File: src/rtl/ioctl_rom_loader.sv
// Splits 16-bit HPS download words into two byte writes across four ROM regions and captures DIP bytes (index 254).
// Latency: low byte on the bus 1 cycle after ioctl_wr, high byte 1 cycle later; ioctl_wait covers both bytes.
// Backpressure: rom_ready low holds the current byte and stretches ioctl_wait. Optional checksum: LOADER_CHECKSUM_EN.
module ioctl_rom_loader #(
  parameter int          ADDR_W       = 16,
  parameter logic [26:0] REGION1_BASE = 27'h08000,
  parameter logic [26:0] REGION2_BASE = 27'h10000,
  parameter logic [26:0] REGION3_BASE = 27'h18000,
  parameter logic [26:0] REGION_END   = 27'h20000
) (
  input  logic              clk_sys,
  input  logic              reset,
  input  logic              ioctl_download,
  input  logic [7:0]        ioctl_index,
  input  logic              ioctl_wr,
  input  logic [26:0]       ioctl_addr,
  input  logic [15:0]       ioctl_dout,
  output logic              ioctl_wait,
  output logic [3:0]        rom_we,
  output logic [ADDR_W-1:0] rom_addr,
  output logic [7:0]        rom_data,
  input  logic              rom_ready,
  output logic [7:0]        dsw,
  output logic [7:0]        p3,
  output logic              done,
  output logic              overrun,
  output logic [7:0]        checksum
);

  typedef enum logic [1:0] {IDLE, LO, HI, FLUSH} state_t;

  typedef struct packed {
    logic [3:0]        we;
    logic [ADDR_W-1:0] addr;
    logic [7:0]        data;
  } beat_t;

  // Out-of-range addresses produce we=0, which the FSM treats as an instant accept.
  function automatic beat_t decode(input logic [26:0] a, input logic [7:0] d);
    beat_t       b;
    logic [26:0] base;
    logic [26:0] rel;
    b.we = 4'b0000;
    base = '0;
    if (a < REGION1_BASE) begin
      b.we = 4'b0001;
    end else if (a < REGION2_BASE) begin
      b.we = 4'b0010;
      base = REGION1_BASE;
    end else if (a < REGION3_BASE) begin
      b.we = 4'b0100;
      base = REGION2_BASE;
    end else if (a < REGION_END) begin
      b.we = 4'b1000;
      base = REGION3_BASE;
    end
    rel    = a - base;
    b.addr = rel[ADDR_W-1:0];
    b.data = d;
    return b;
  endfunction

  state_t      state, state_nx;
  beat_t       beat, beat_nx;
  logic        wait_nx, done_nx;
  logic [26:0] lat_addr;
  logic [7:0]  lat_hi;
  logic        dl_d, pend;
  logic        rom_start, dip_wr, dl_rise, dl_fall, accept, busy;

  assign rom_start = ioctl_wr & ioctl_download & (ioctl_index == 8'd0);
  assign dip_wr    = ioctl_wr & (ioctl_index == 8'd254) & (ioctl_addr[24:3] == 22'd0);
  assign dl_rise   = ioctl_download & ~dl_d & (ioctl_index == 8'd0);
  assign dl_fall   = ~ioctl_download & dl_d & (ioctl_index == 8'd0);
  assign accept    = (beat.we == 4'b0000) | rom_ready;
  assign busy      = (state == LO) | (state == HI);

  assign rom_we   = beat.we;
  assign rom_addr = beat.addr;
  assign rom_data = beat.data;

  always_comb begin
    state_nx = state;
    beat_nx  = '0;
    wait_nx  = 1'b0;
    done_nx  = 1'b0;
    case (state)
      IDLE: begin
        if (rom_start) begin
          state_nx = LO;
          wait_nx  = 1'b1;
          beat_nx  = decode(ioctl_addr, ioctl_dout[7:0]);
        end else if (pend) begin
          state_nx = FLUSH;
          done_nx  = 1'b1;
        end
      end
      LO: begin
        wait_nx = 1'b1;
        if (accept) begin
          state_nx = HI;
          beat_nx  = decode(lat_addr + 27'd1, lat_hi);
        end else begin
          beat_nx = beat;
        end
      end
      HI: begin
        if (accept) begin
          state_nx = IDLE;
        end else begin
          wait_nx = 1'b1;
          beat_nx = beat;
        end
      end
      FLUSH:   state_nx = IDLE;
      default: state_nx = IDLE;
    endcase
  end

  always_ff @(posedge clk_sys or posedge reset) begin
    if (reset) begin
      state      <= IDLE;
      beat       <= '0;
      ioctl_wait <= 1'b0;
      done       <= 1'b0;
      lat_addr   <= '0;
      lat_hi     <= '0;
      dl_d       <= 1'b0;
      pend       <= 1'b0;
      overrun    <= 1'b0;
      dsw        <= 8'hFF;
      p3         <= 8'hFF;
    end else begin
      state      <= state_nx;
      beat       <= beat_nx;
      ioctl_wait <= wait_nx;
      done       <= done_nx;
      dl_d       <= ioctl_download;
      if (state == IDLE && rom_start) begin
        lat_addr <= ioctl_addr;
        lat_hi   <= ioctl_dout[15:8];
      end
      // A download end seen while bytes drain is held until the FSM is idle.
      if (dl_fall) pend <= 1'b1;
      else if (state == IDLE && state_nx == FLUSH) pend <= 1'b0;
      if (ioctl_wr && busy) overrun <= 1'b1;
      else if (dl_rise) overrun <= 1'b0;
      if (state == IDLE && dip_wr) begin
        if (ioctl_addr[2:0] == 3'd0) dsw <= ioctl_dout[7:0];
        else if (ioctl_addr[2:0] == 3'd1) p3 <= ioctl_dout[7:0];
      end
    end
  end

`ifdef LOADER_CHECKSUM_EN
  logic [7:0] csum;
  always_ff @(posedge clk_sys or posedge reset) begin
    if (reset) csum <= 8'h00;
    else if (dl_rise) csum <= 8'h00;
    else if (beat.we != 4'b0000 && rom_ready) csum <= csum + beat.data;
  end
  assign checksum = csum;
`else
  assign checksum = 8'h00;
`endif

endmodule

File: config.mk
export PLATFORM = sky130hd
export DESIGN_NAME = ioctl_rom_loader
export DESIGN_NICKNAME = d
export VERILOG_FILES = /design/src/rtl/ioctl_rom_loader.sv
export SDC_FILE = /design/constraint.sdc
export NUM_CORES = 1
export LEC_CHECK = 0
export CAP_MARGIN = 30
export CORE_ASPECT_RATIO = 1.75
export CORE_MARGIN = 10
export CORE_UTILIZATION = 51
export CTS_BUF_LIST = sky130_fd_sc_hd__clkbuf_2
export CTS_CLUSTER_DIAMETER = 50
export DETAILED_ROUTE_END_ITERATION = 10
export PLACE_DENSITY = 0.83
export SLEW_MARGIN = 20
export SYNTH_ARGS = -nofsm -noshare
export SYNTH_HDL_FRONTEND = slang
export SYNTH_SLANG_ARGS = --single-unit
export TNS_END_PERCENT = 30
File: constraint.sdc
create_clock -name clk_sys -period 3.3 [get_ports clk_sys]
set_input_delay 0.66 -clock clk_sys [delete_from_list [all_inputs] [get_ports clk_sys]]
set_output_delay 0.66 -clock clk_sys [all_outputs]
set_load 0.02 [all_outputs]
* After elaboration in Yosys (flattened, before gate mapping)
Index checks and enable logic that the tools add are counted.
Operators by class: $add $sub $neg 3, order comparisons 8, equal/unequal tests 8, mux-type cells 39, bitwise operators 13, reduce and logical (&&, ||, !) cells 14
Operators by type and width (number):
- two-way mux 16 bit | 12
- less-than comparator 27 x 17 -> 1 bit, second input constant | 4
- two-way mux 28 bit | 3
- one-hot mux 28 bit (3 select lines) | 1
- less-than comparator 27 x 16 -> 1 bit, second input constant | 2
- less-than comparator 27 x 18 -> 1 bit, second input constant | 2
- two-way mux 4 bit | 8
- subtractor 16 bit | 2
- adder 27 x 1 -> 27 bit, second input constant | 1
- logical NOT 22 bit | 1
- two-way mux 1 bit | 9
- AND 1 bit | 8
- equality test 8 bit, second input constant | 1
- logical NOT 8 bit | 1
- two-way mux 2 bit | 4
- one-hot mux 2 bit (4 select lines) | 1
- equality test 2 bit, second input constant | 3
- logical AND 1 bit | 4
- logical NOT 4 bit | 1
- != test 2 bit, second input constant | 2
- AND reduction 2 bit | 2
- nonzero test 2 bit | 2
- equality test 3 x 1 -> 1 bit, second input constant | 1
- logical NOT 3 bit | 1
- 6 further kinds | 9
Word-level totals: register bits after elaboration 86, input bits 56, output and inout port bits 55, logic and storage cells 98

* Longest topological paths before layout
Gate-level depths: netlist of run 1.
depth after elaboration 11, mapped depth 9, mapped depth without buffers 8

* Least setup slack after synthesis of run 1
No wires, ideal clock.
path type reg-to-reg, from register lat_addr[0], to register beat, in the netlist rom_addr[15], library setup time 0.126 ns, arrival 2.205 ns, required time 3.174 ns, slack 0.969 ns, cell stages (with the launch flop) 8, path buffers 0, period minus slack after synthesis 2.331 ns, cell sequence dfrtp_1 > ha_1 > and4_1 > nand4b_2 > nor4b_1 > xor2_1 > or4_4 > a221o_1
On the way: word-level cells in the longest chain between the ends 11, elaborated cells on any way between the ends 14, those cells by class add/sub: 2; order compare: 4; mux: 8
RTL lines:
- start: declaration | RTL line 66 | logic [26:0] lat_addr;
- start signal: assignment | RTL line 140 | lat_addr <= ioctl_addr;
- adder 27 x 1 -> 27 bit (*) | RTL line 102 | beat_nx = decode(lat_addr + 27'd1, lat_hi);
- less-than comparator 27 x 18 -> 1 bit | RTL line 53 | end else if (a < REGION_END) begin
- two-way mux 16 bit | RTL line 53
- two-way mux 16 bit | RTL line 50 | end else if (a < REGION3_BASE) begin
- two-way mux 16 bit | RTL line 47 | end else if (a < REGION2_BASE) begin
- two-way mux 16 bit | RTL line 45 | if (a < REGION1_BASE) begin
- two-way mux 16 bit | RTL line 100 | if (accept) begin
- two-way mux 16 bit | RTL line 87 | case (state)
- subtractor 16 bit (*) | RTL line 57 | rel = a - base;
- two-way mux 28 bit (*) | RTL line 100
- one-hot mux 28 bit (3 select lines) (*) | RTL line 87
- end signal: assignment | RTL line 135 | beat <= beat_nx;
- end: declaration | RTL line 64 | beat_t beat, beat_nx;
Mark *: on every way between the ends. The rest lies on a longest branch, timed or not. The select of a mux whose other input is x is not followed. A chain may end at the register's enable or synchronous reset.

* Worst setup path in the final report of run 1
Same ends and word-level chain as after synthesis.

==> results.sh, run 1 <==
export IMPL_ys_flop_type="dfrtp_1"
export IMPL_fillers=645
export IMPL_achievable_frequency_ghz=0.369
export IMPL_place_congestion=0.909
export IMPL_worstRegToRegCells=7
export IMPL_worstPathMaxFanout=5
export IMPL_p_clk_share_pct=27.2
export IMPL_postPlaceCellArea_um2=5360
export IMPL_yosys_cell_types_count=49
export IMPL_cts_buffer_depth=2
export IMPL_cts_tree="yes"
export IMPL_synth_async_reset_ratio_pct=100
export IMPL_first_iter_violations=276
export IMPL_area_growth_pct=28.6
export IMPL_critPathKind="reg2reg"
export IMPL_max_cap_viol_count=0
export IMPL_p_per_area_nw_per_um2=349
export IMPL_die_y_um=141
export IMPL_rr_startpoint="lat_addr[0]"
export IMPL_critPathTopFamily="simple AND/OR/NAND/NOR gates"
export IMPL_crit_buf_inv=0
export IMPL_numCtsBuffers=9
export IMPL_dr_pass1_iters=4
export IMPL_grt_ovfl_total=0
export IMPL_crit_slowest_cell="or4_4"
export IMPL_grt_setup_unrepaired="no"
export IMPL_ctsResizeCount=0
export IMPL_design_power_total_mw=1.91
export IMPL_final_area_um2=5480
export IMPL_die_area_um2=12600
export IMPL_r2r_end="rom_addr[15]"
export IMPL_drt_wl_total_mm=12.0
export IMPL_pre_cts_ws_ns=0.542
export IMPL_via_per_inst=5.68
export IMPL_rows=44
export IMPL_syn_cell_area_um2=4260
export IMPL_synth_edf_count=0
export IMPL_setup_slack_ns=0.591
export IMPL_cts_root_buffer="clkbuf_2"
export IMPL_ys_warn_count=0
export IMPL_intPower_mw=1.37
export IMPL_port_buffers=102
export IMPL_combPwrFrac_pct=15.4
export IMPL_seqPwrFrac_pct=57.5
export IMPL_postCtsHoldBufs=0
export IMPL_drive_above_1_share_pct=12.6
export IMPL_end_kind="flop"
export IMPL_grt_pass1_vias=3859
export IMPL_syn_avg_cell_area_um2=9.45
export IMPL_fin_crit_sh_pct=82.1
export IMPL_numClockSinks=86
export IMPL_crit_path_max_incr_delay_ns=0.55
export IMPL_start_util_pct=51.9
export IMPL_netlist_instances=451
export IMPL_die_w_um=89.1
export IMPL_io_pins=111
export IMPL_synth_seq_area_share_pct=51.0
export IMPL_ir_drop_v=0.000299
export IMPL_switching_share_pct=28.4
export IMPL_drc_errors=0
export IMPL_antenna_left=0
export IMPL_layout_nets=611
export IMPL_min_path_type="in2async"
export IMPL_htree_levels=3
export IMPL_leakage_nw=2.47
export IMPL_postCtsSetupBuffers=0
export IMPL_antennaDiodeCount=0
export IMPL_routedWlPerCell_um=18.5
export IMPL_clkTransAtPathRegs_ns=0.21
export IMPL_ff2ff_setup_slack_ns=0.59
export IMPL_clock_skew_ns=0.0208
export IMPL_outcome="finished clean"
export IMPL_max_slew_worst_pin_slew_ns=0.745
export IMPL_core_area_um2=8200
export IMPL_antenna_found_initial=0
export IMPL_setup_viol_count_final=0
export IMPL_grt_pass1_wl_mm=19.0
export IMPL_dpl_hpwl_mm=8.90
export IMPL_layout_common_cells="nand2_1, clkdlybuf4s50_1, dfrtp_1"
export IMPL_startpoint_type="flop"
export IMPL_critPathArrivalTime_ns=3.18
export IMPL_final_common_cell="nand2_1"
export IMPL_switchingPower_mw=0.543
export IMPL_grt_max_degree=57
export IMPL_max_slew_margin_pct=50.3
export IMPL_hold_violations=0
export IMPL_worstPathRequired_ns=3.77
export IMPL_drv_slew=0
export IMPL_clk_latency_ns=0.56
export IMPL_setup_tns_final_ns=0
export IMPL_worstPathCellList="ha_1 -> and4_1 -> nand4b_2 -> nor4b_1 -> xor2_1 -> or4_4 -> a221o_1"
export IMPL_routed_via_count=3675
export IMPL_layout_min_cycle_time_ns=2.71
export IMPL_grtUsageTotal_pct=19.3
export IMPL_ys_seq_elements=86
metrics by stage:
step | util [%] | hold WS [ns] | cells
floorplan | - | 0.446 | 458
global placement | 65.4 | 0.458 | 630
detailed placement | 65.4 | 0.468 | 630
CTS | 66.6 | 0.507 | 646
global route | 66.8 | 0.536 | 647
finish | 66.8 | 0.497 | 647
layer usage:
| layer | global-route usage, % | routed length (um) |
|---|---|---|
| met1 | 20.8 | 4200 |
| met2 | 33.3 | 6450 |
| met3 | 5.14 | 886 |
| met4 | 9.43 | 410 |
| met5 | 0 | 0 |
power groups by stage:
stage	Sequential, mW	Combinational [mW]	Clock (mW)
finish	1.10	0.293	0.519
global route	1.10	0.322	0.562
CTS	1.10	0.272	0.527
floorplan	1.11	0.147	0
global placement	1.11	0.265	0
detailed placement	1.12	0.271	0
logic make-up after synthesis:
kind of cell    synth area share [%]
simple gates                    23.8
other cells                   0.0880
xor+xnor                        4.73
flops                           51.0
mux                             4.23
compound gates                  10.5
fa+ha+maj                       1.47
buf+inv                         4.17
flip-flops by register name, summed over array words and instances (netlist names):
register / count
lat_addr: 27
rom_addr: 16
dsw: 8
lat_hi: 8
p3: 8
rom_data: 8
rom_we: 4
state: 2
dl_d: 1
done: 1
ioctl_wait: 1
overrun: 1
pend: 1
synth_stat cells, types with 2 or more instances:
| cell type | count | share of area (%) |
|---|---|---|
| a32oi_1 | 4 | 0.82 |
| nand4_1 | 6 | 0.88 |
| nor2_1 | 12 | 1.1 |
| a22oi_1 | 22 | 3.9 |
| dfrtp_1 | 70 | 41 |
| mux2_2 | 16 | 4.2 |
| nand3_2 | 2 | 0.47 |
| buf_1 | 3 | 0.26 |
| o31ai_1 | 5 | 0.88 |
| nand3_1 | 12 | 1.4 |
| xnor2_1 | 14 | 2.9 |
| o21ai_0 | 28 | 3.3 |
| a21oi_1 | 7 | 0.82 |
| nand2_1 | 141 | 12 |
| inv_1 | 8 | 0.70 |
| ha_1 | 5 | 1.5 |
| nor3_1 | 3 | 0.35 |
| buf_4 | 8 | 1.4 |
| xor2_1 | 9 | 1.9 |
| nor2b_1 | 4 | 0.59 |
| nor4_1 | 8 | 1.2 |
| clkbuf_1 | 16 | 1.4 |
| and3_1 | 3 | 0.44 |
| dfstp_2 | 16 | 9.9 |
| nor4b_1 | 5 | 1.0 |
area by class of cell:
cell class,count,area (um^2),share of cell area (%)
multi-input cells,335,1940,35.5
inverters,8,31.3,0.571
well taps,92,115,2.10
clock buffers,10,50.0,0.913
repair buffers,110,1110,20.3
clock inverters,6,52.6,0.959
flip-flops and latches,86,2170,39.6
worst max-delay path by stage:
stage          cells after the start      endpoint      startpoint
5_1_grt                            7  rom_addr[15]     lat_addr[0]
3_5_place_dp                       8     rom_we[1]  ioctl_index[4]
3_3_place_gp                       8     rom_we[2]  ioctl_index[1]
4_1_cts                            7  rom_addr[15]     lat_addr[0]
2_1_floorplan                      1          dl_d           reset
6_report                           7  rom_addr[15]     lat_addr[0]
worst register-to-register path, cell delays in order, from the launching register on:
cell and delay (ns):
dfrtp_1 0.47, ha_1 0.23, and4_1 0.33, nand4b_2 0.18
nor4b_1 0.42, xor2_1 0.15, or4_4 0.55, a221o_1 0.31
(Power assumes the default switching activity.)
==> run 2: changes to the inputs <==
--- a/config.mk
+++ b/config.mk
@@ -8,11 +8,11 @@
 export CAP_MARGIN = 30
 export CORE_ASPECT_RATIO = 1.75
 export CORE_MARGIN = 10
-export CORE_UTILIZATION = 51
+export CORE_UTILIZATION = 46
 export CTS_BUF_LIST = sky130_fd_sc_hd__clkbuf_2
 export CTS_CLUSTER_DIAMETER = 50
 export DETAILED_ROUTE_END_ITERATION = 10
-export PLACE_DENSITY = 0.83
+export PLACE_DENSITY = 0.79
 export SLEW_MARGIN = 20
 export SYNTH_ARGS = -nofsm -noshare
 export SYNTH_HDL_FRONTEND = slang
==> constraint.sdc (replaced) <==
create_clock -name clk_sys -period 2.2 [get_ports clk_sys]
set_input_delay 0.44 -clock clk_sys [delete_from_list [all_inputs] [get_ports clk_sys]]
set_output_delay 0.44 -clock clk_sys [all_outputs]
set_load 0.02 [all_outputs]
==> run 2 against run 1 <==
  * The flow now finishes with violations (negative setup slack)
  * Maximum frequency rose by 13%
  * Design area rose by 11%
  * Sequential share of layout area fell by 4.0 points
  * Combinational power rose by 74%
  * Non-clock buffer count rose by 66
  * Global-route usage rose by 0.15 points
  * Worst setup slack got worse by 0.79 ns
  * Power rose by 60%
  * Critical path type unchanged
  * Critical endpoint unchanged
==> results.sh, run 2 (synthesized netlist as in run 1, its figures left out) <==
export IMPL_outcome="finished with violations"
export IMPL_violations="negative setup slack"
export IMPL_critPathTopFamily="simple AND/OR/NAND/NOR gates"
export IMPL_die_y_um=147
export IMPL_grt_setup_unrepaired="yes"
export IMPL_cts_tree="yes"
export IMPL_critPathKind="reg2reg"
export IMPL_die_area_um2=13700
export IMPL_grt_max_degree=87
export IMPL_cts_buffer_depth=2
export IMPL_setup_viol_count_final=5
export IMPL_min_path_type="in2async"
export IMPL_numCtsBuffers=9
export IMPL_fillers=728
export IMPL_place_congestion=0.889
export IMPL_antenna_found_initial=1
export IMPL_die_w_um=92.8
export IMPL_worstPathCellList="ha_2 -> and4_4 -> buf_4 -> and2b_1 -> a41oi_2 -> o22ai_1 -> or4_4 -> a221o_1"
export IMPL_hold_violations=0
export IMPL_core_area_um2=9040
export IMPL_largest_register_ffs=27
export IMPL_fin_crit_sh_pct=109
export IMPL_antenna_left=0
export IMPL_port_buffers=102
export IMPL_cts_root_buffer="clkbuf_2"
export IMPL_crit_buf_inv=1
export IMPL_startpoint_type="flop"
export IMPL_drive_above_1_share_pct=23.3
export IMPL_clkTransAtPathRegs_ns=0.22
export IMPL_htree_levels=3
export IMPL_setup_tns_final_ns=-0.580
export IMPL_postCtsHoldBufs=0
export IMPL_grtUsageTotal_pct=19.5
export IMPL_max_cap_viol_count=0
export IMPL_grt_pass1_vias=4269
export IMPL_area_growth_pct=42.9
export IMPL_layout_nets=677
export IMPL_rr_startpoint="lat_addr[0]"
export IMPL_achievable_frequency_ghz=0.417
export IMPL_dr_pass1_iters=5
export IMPL_dpl_hpwl_mm=9.92
export IMPL_routedWlPerCell_um=17.7
export IMPL_first_iter_violations=188
export IMPL_start_util_pct=47.1
export IMPL_numClockSinks=86
export IMPL_ir_drop_v=0.000445
export IMPL_routed_via_count=3914
export IMPL_critPathArrivalTime_ns=2.88
export IMPL_final_common_cell="nand2_1"
export IMPL_drt_wl_total_mm=13.1
export IMPL_io_pins=111
export IMPL_cp_startpoint="lat_addr[0]"
export IMPL_clock_skew_ns=0.0204
export IMPL_grt_pass1_wl_mm=21.0
export IMPL_layout_min_cycle_time_ns=2.40
export IMPL_worstPathMaxFanout=5
export IMPL_design_power_total_mw=3.07
export IMPL_largest_register="lat_addr"
export IMPL_clk_latency_ns=0.57
export IMPL_layout_common_cells="nand2_1, clkdlybuf4s50_1, dfrtp_1, buf_4, o21ai_0"
export IMPL_postPlaceCellArea_um2=5850
export IMPL_grt_ovfl_total=0
export IMPL_p_per_area_nw_per_um2=504
export IMPL_crit_path_max_incr_delay_ns=0.59
export IMPL_end_kind="flop"
export IMPL_drc_errors=0
export IMPL_crit_slowest_cell="or4_4"
export IMPL_rows=46
export IMPL_final_area_um2=6090
export IMPL_setup_slack_ns=-0.197
export IMPL_leakage_nw=2.95
export IMPL_worstPathRequired_ns=2.68
export IMPL_drv_slew=0
export IMPL_via_per_inst=5.27
==> run 2: cell types whose count changed in the layout (fill, tap and decap cells not counted), moves of 2 or more <==
cell,change
clkdlybuf4s50_1,-16
nor2_2,+2
nor2_1,-2
buf_4,+65
clkinv_2,-2
dlygate4sd2_1,+16
==> run 2: repair_timing <==
action,in CTS,in global routing
pin swaps,9,5
hold endpoints to repair,0,0
gates resized for setup,25,4
setup buffers,5,4
setup endpoints to repair,21,5
==> run 2: path summary, 6_finish.rpt <==
| path | slack (ns) | to | cells after the start |
|---|---|---|---|
| max in group asynchronous | 1.51 | p3[2] | 3 |
| setup / recovery | -0.20 | rom_addr[15] | 8 |
| min in group clk_sys | 0.30 | dl_d | 1 |
| setup reg to reg | -0.20 | rom_addr[15] | 8 |
| hold / removal | 0.28 | state[0] | 3 |
| hold reg to reg | 0.51 | rom_addr[6] | 2 |
==> run 2: area by class of cell <==
type	count	area [um^2]	share of cell area (%)
inverter	8	33.8	0.555
clock inverter	5	73.8	1.21
sequential	86	2170	35.7
multi-input combinational	335	2000	32.9
tap	120	150	2.47
clock buffer	11	55.1	0.904
antenna	1	2.50	0.0411
timing repair buffer	176	1600	26.2
==> run 2: worst min-delay path, delay by kind of cell <==
kind / cells / cell delay [ns]
buffers and inverters: 3 / 0.88
==> run 2: report_power, final <==
group,switching (mW),total [mW],internal (mW)
clock,0.536,0.914,0.378
combinational,0.282,0.509,0.227
sequential,0.0273,1.64,1.61
total,0.846,3.07,2.22
==> run 2: layer usage <==
metal | GRT usage, % | wire, um
met1 | 19.1 | 4860
met2 | 36.3 | 7220
met3 | 4.90 | 641
met4 | 9.38 | 395
met5 | 0 | 0
==> run 2: stage by stage <==
stage / worst slack (ns) / hold WS, ns / utilization (%) / instances
after floorplan: -0.131 / 0.446 / - / 458
after global placement: -0.502 / 0.458 / 64.7 / 716
after detailed placement: -0.517 / 0.470 / 64.7 / 716
after CTS: -0.198 / 0.286 / 66.8 / 737
after global routing: -0.291 / 0.291 / 67.4 / 742
final: -0.197 / 0.284 / 67.4 / 742
==> variant (settings of run 1) <==
The parameter `ADDR_W` goes from 16 to 17.
--- a/src/rtl/ioctl_rom_loader.sv
+++ b/src/rtl/ioctl_rom_loader.sv
@@ -2,7 +2,7 @@
 // Latency: low byte on the bus 1 cycle after ioctl_wr, high byte 1 cycle later; ioctl_wait covers both bytes.
 // Backpressure: rom_ready low holds the current byte and stretches ioctl_wait. Optional checksum: LOADER_CHECKSUM_EN.
 module ioctl_rom_loader #(
-  parameter int          ADDR_W       = 16,
+  parameter int          ADDR_W       = 17,
   parameter logic [26:0] REGION1_BASE = 27'h08000,
   parameter logic [26:0] REGION2_BASE = 27'h10000,
   parameter logic [26:0] REGION3_BASE = 27'h18000,
Interface: changed (resized rom_addr); port bits go from 111 to 112. The function was not compared with the original's and may differ.
==> variant against run 1 <==
Non-clock buffer count up 2; total power up 4.0%; sequential cell count up 1; final cell count up 7.0%; worst hold slack worse by 0.064 ns; area after synthesis up 2.8%; utilization up 1.0 points; design area up 2.9%; worst setup slack worse by 0.44 ns; routed wire length up 1.7%; critical path type unchanged.
==> variant: results (changes against run 1) <==
Clock Skew = 0.0251 ns (+0.00432 ns)
Top cells by area, synth = dfrtp_1 (41%), nand2_1 (12%), dfstp_2 (9.6%), o21ai_0 (4.3%), mux2_2 (4.1%)
Clock transition at the registers of the reported paths = 0.24 ns (+0.03 ns)
Worst slew pin tran = 0.668 ns (-0.0766 ns)
Final #Nets = 635 (+3.9%)
Post-DP Area = 0.00554 mm² (+3.4%)
Synthesized instance count = 472 (+4.7%)
Dpl cells = 676 (+7.3%)
Number of setup buffers added after CTS = 0 (unchanged)
Global-route wire length before repair = 20.0 mm (+5.3%)
Tot GR Track Use = 0.191 (-0.00198)
1st-iter DRT viols = 213 (-23%)
Number of distinct library cells after synthesis = 51 (+4.1%)
P_leak = 0.00245 µW (-0.64%)
Max VDD drop = 0.314 mV (+5.2%)
Worst EP arrival = 3.65 ns (+0.47 ns)
Vias in the first global route = 3,981 (+3.2%)
Post-route insts no fill = 692 (+7.0%)
Share of layout cells above drive strength 1 = 0.114 (-0.0117)
Final WL = 12.2 mm (+1.7%)
Run status = finished, final reports clean
Buffers added on ports = 103 (+0.98%)
Combinational cell fraction of total power = 0.190 (+0.036)
Post-DP HPWL = 9.30 mm (+4.6%)
P_int = 1350 µW (-1.2%)
Filler instances = 665 (+3.1%)
Crit path max fanout = 6 (+1)
Via count = 3,821 (+4.0%)
Worst hold path class = in -> async
Top cells by count, synth = nand2_1 (138), dfrtp_1 (71), o21ai_0 (38), a22oi_1 (23), clkbuf_1 (20)
Largest net degree at the start of global routing = 60 (+5.3%)
Seq/Total Area, Yosys = 0.502 (-0.00798)
CP max stage delay = 0.57 ns (+0.02 ns)
Routability congestion estimate = 0.861 (-5.2%)
[variant: logic make-up (layout without fill, tap and decap cells)]
family	count (synthesis)	count (layout)	synth area share
and+or+nand+nor	214	214	0.224
DFF	87	87	0.502
AOI/OAI and AO/OA	86	86	0.130
buffers and inverters	41	139	0.0420
xor gates and xnor gates	19	19	0.0380
muxes	17	17	0.0434
adders and majority gates	7	7	0.0200
other	1	8	0.000857
[variant: through the flow]
| step | hold slack (ns) | util | worst slack (ns) | total power (µW) |
|---|---|---|---|---|
| final | 0.433 | 0.678 | 0.151 | 1990 |
| after floorplan | 0.446 | - | 0.416 | 1340 |
| after global placement | 0.458 | 0.666 | 0.300 | 1510 |
| after detailed placement | 0.464 | 0.667 | 0.240 | 1530 |
| after global routing | 0.466 | 0.678 | 0.00342 | 2070 |
| after CTS | 0.432 | 0.678 | 0.169 | 2000 |
[variant: final timing paths]
kind,from,endpoint,slack [ns],cells after the start
setup / recovery,lat_addr[1]$_DFFE_PP0P_,rom_addr[15]$_DFFE_PP0P_,0.15,12
hold / removal,reset,lat_addr[1]$_DFFE_PP0P_,0.43,2
setup reg to reg,lat_addr[1]$_DFFE_PP0P_,rom_addr[15]$_DFFE_PP0P_,0.15,12
hold reg to reg,lat_hi[0]$_DFFE_PP0P_,lat_hi[0]$_DFFE_PP0P_,0.51,2
max in group asynchronous,reset,dsw[6]$_DFFE_PP1P_,2.12,3
min in group clk_sys,lat_hi[0]$_DFFE_PP0P_,lat_hi[0]$_DFFE_PP0P_,0.51,2
[variant: layout make-up]
cell class | count | area share
Inverter | 11 | 0.00755
Clock buffer | 9 | 0.00799
Multi-Input combinational cell | 351 | 0.361
Clock inverter | 7 | 0.00866
Sequential cell | 87 | 0.390
Tap cell | 115 | 0.0255
Timing Repair Buffer | 112 | 0.199
[variant: power groups by stage]
stage | combinational, µW | sequential [µW] | clock (µW)
2_1_floorplan | 178 | 1160 | 0
3_3_place_gp | 362 | 1150 | 0
3_5_place_dp | 378 | 1150 | 0
4_1_cts | 381 | 1130 | 485
5_1_grt | 413 | 1140 | 520
6_report | 377 | 1130 | 476
[variant: metal layers]
metal	part of all wire	up-vias	GRT usage
met5	0	-	0
met4	0.018	0	0.0631
met3	0.064	16	0.0560
met2	0.53	124	0.351
met1	0.39	1851	0.204
li1	-	1830	-
[variant: worst register-to-register path, stage by stage, from the launching register on]
cell and delay, ns:
dfrtp_1 0.48, ha_1 0.24, nand2_1 0.12, or4_4 0.57, o41ai_2 0.35, o211a_1 0.21, o2111ai_1 0.18, or2_4 0.31
nor2_1 0.10, ha_1 0.23, inv_1 0.06, a21oi_1 0.05, o21ai_0 0.18
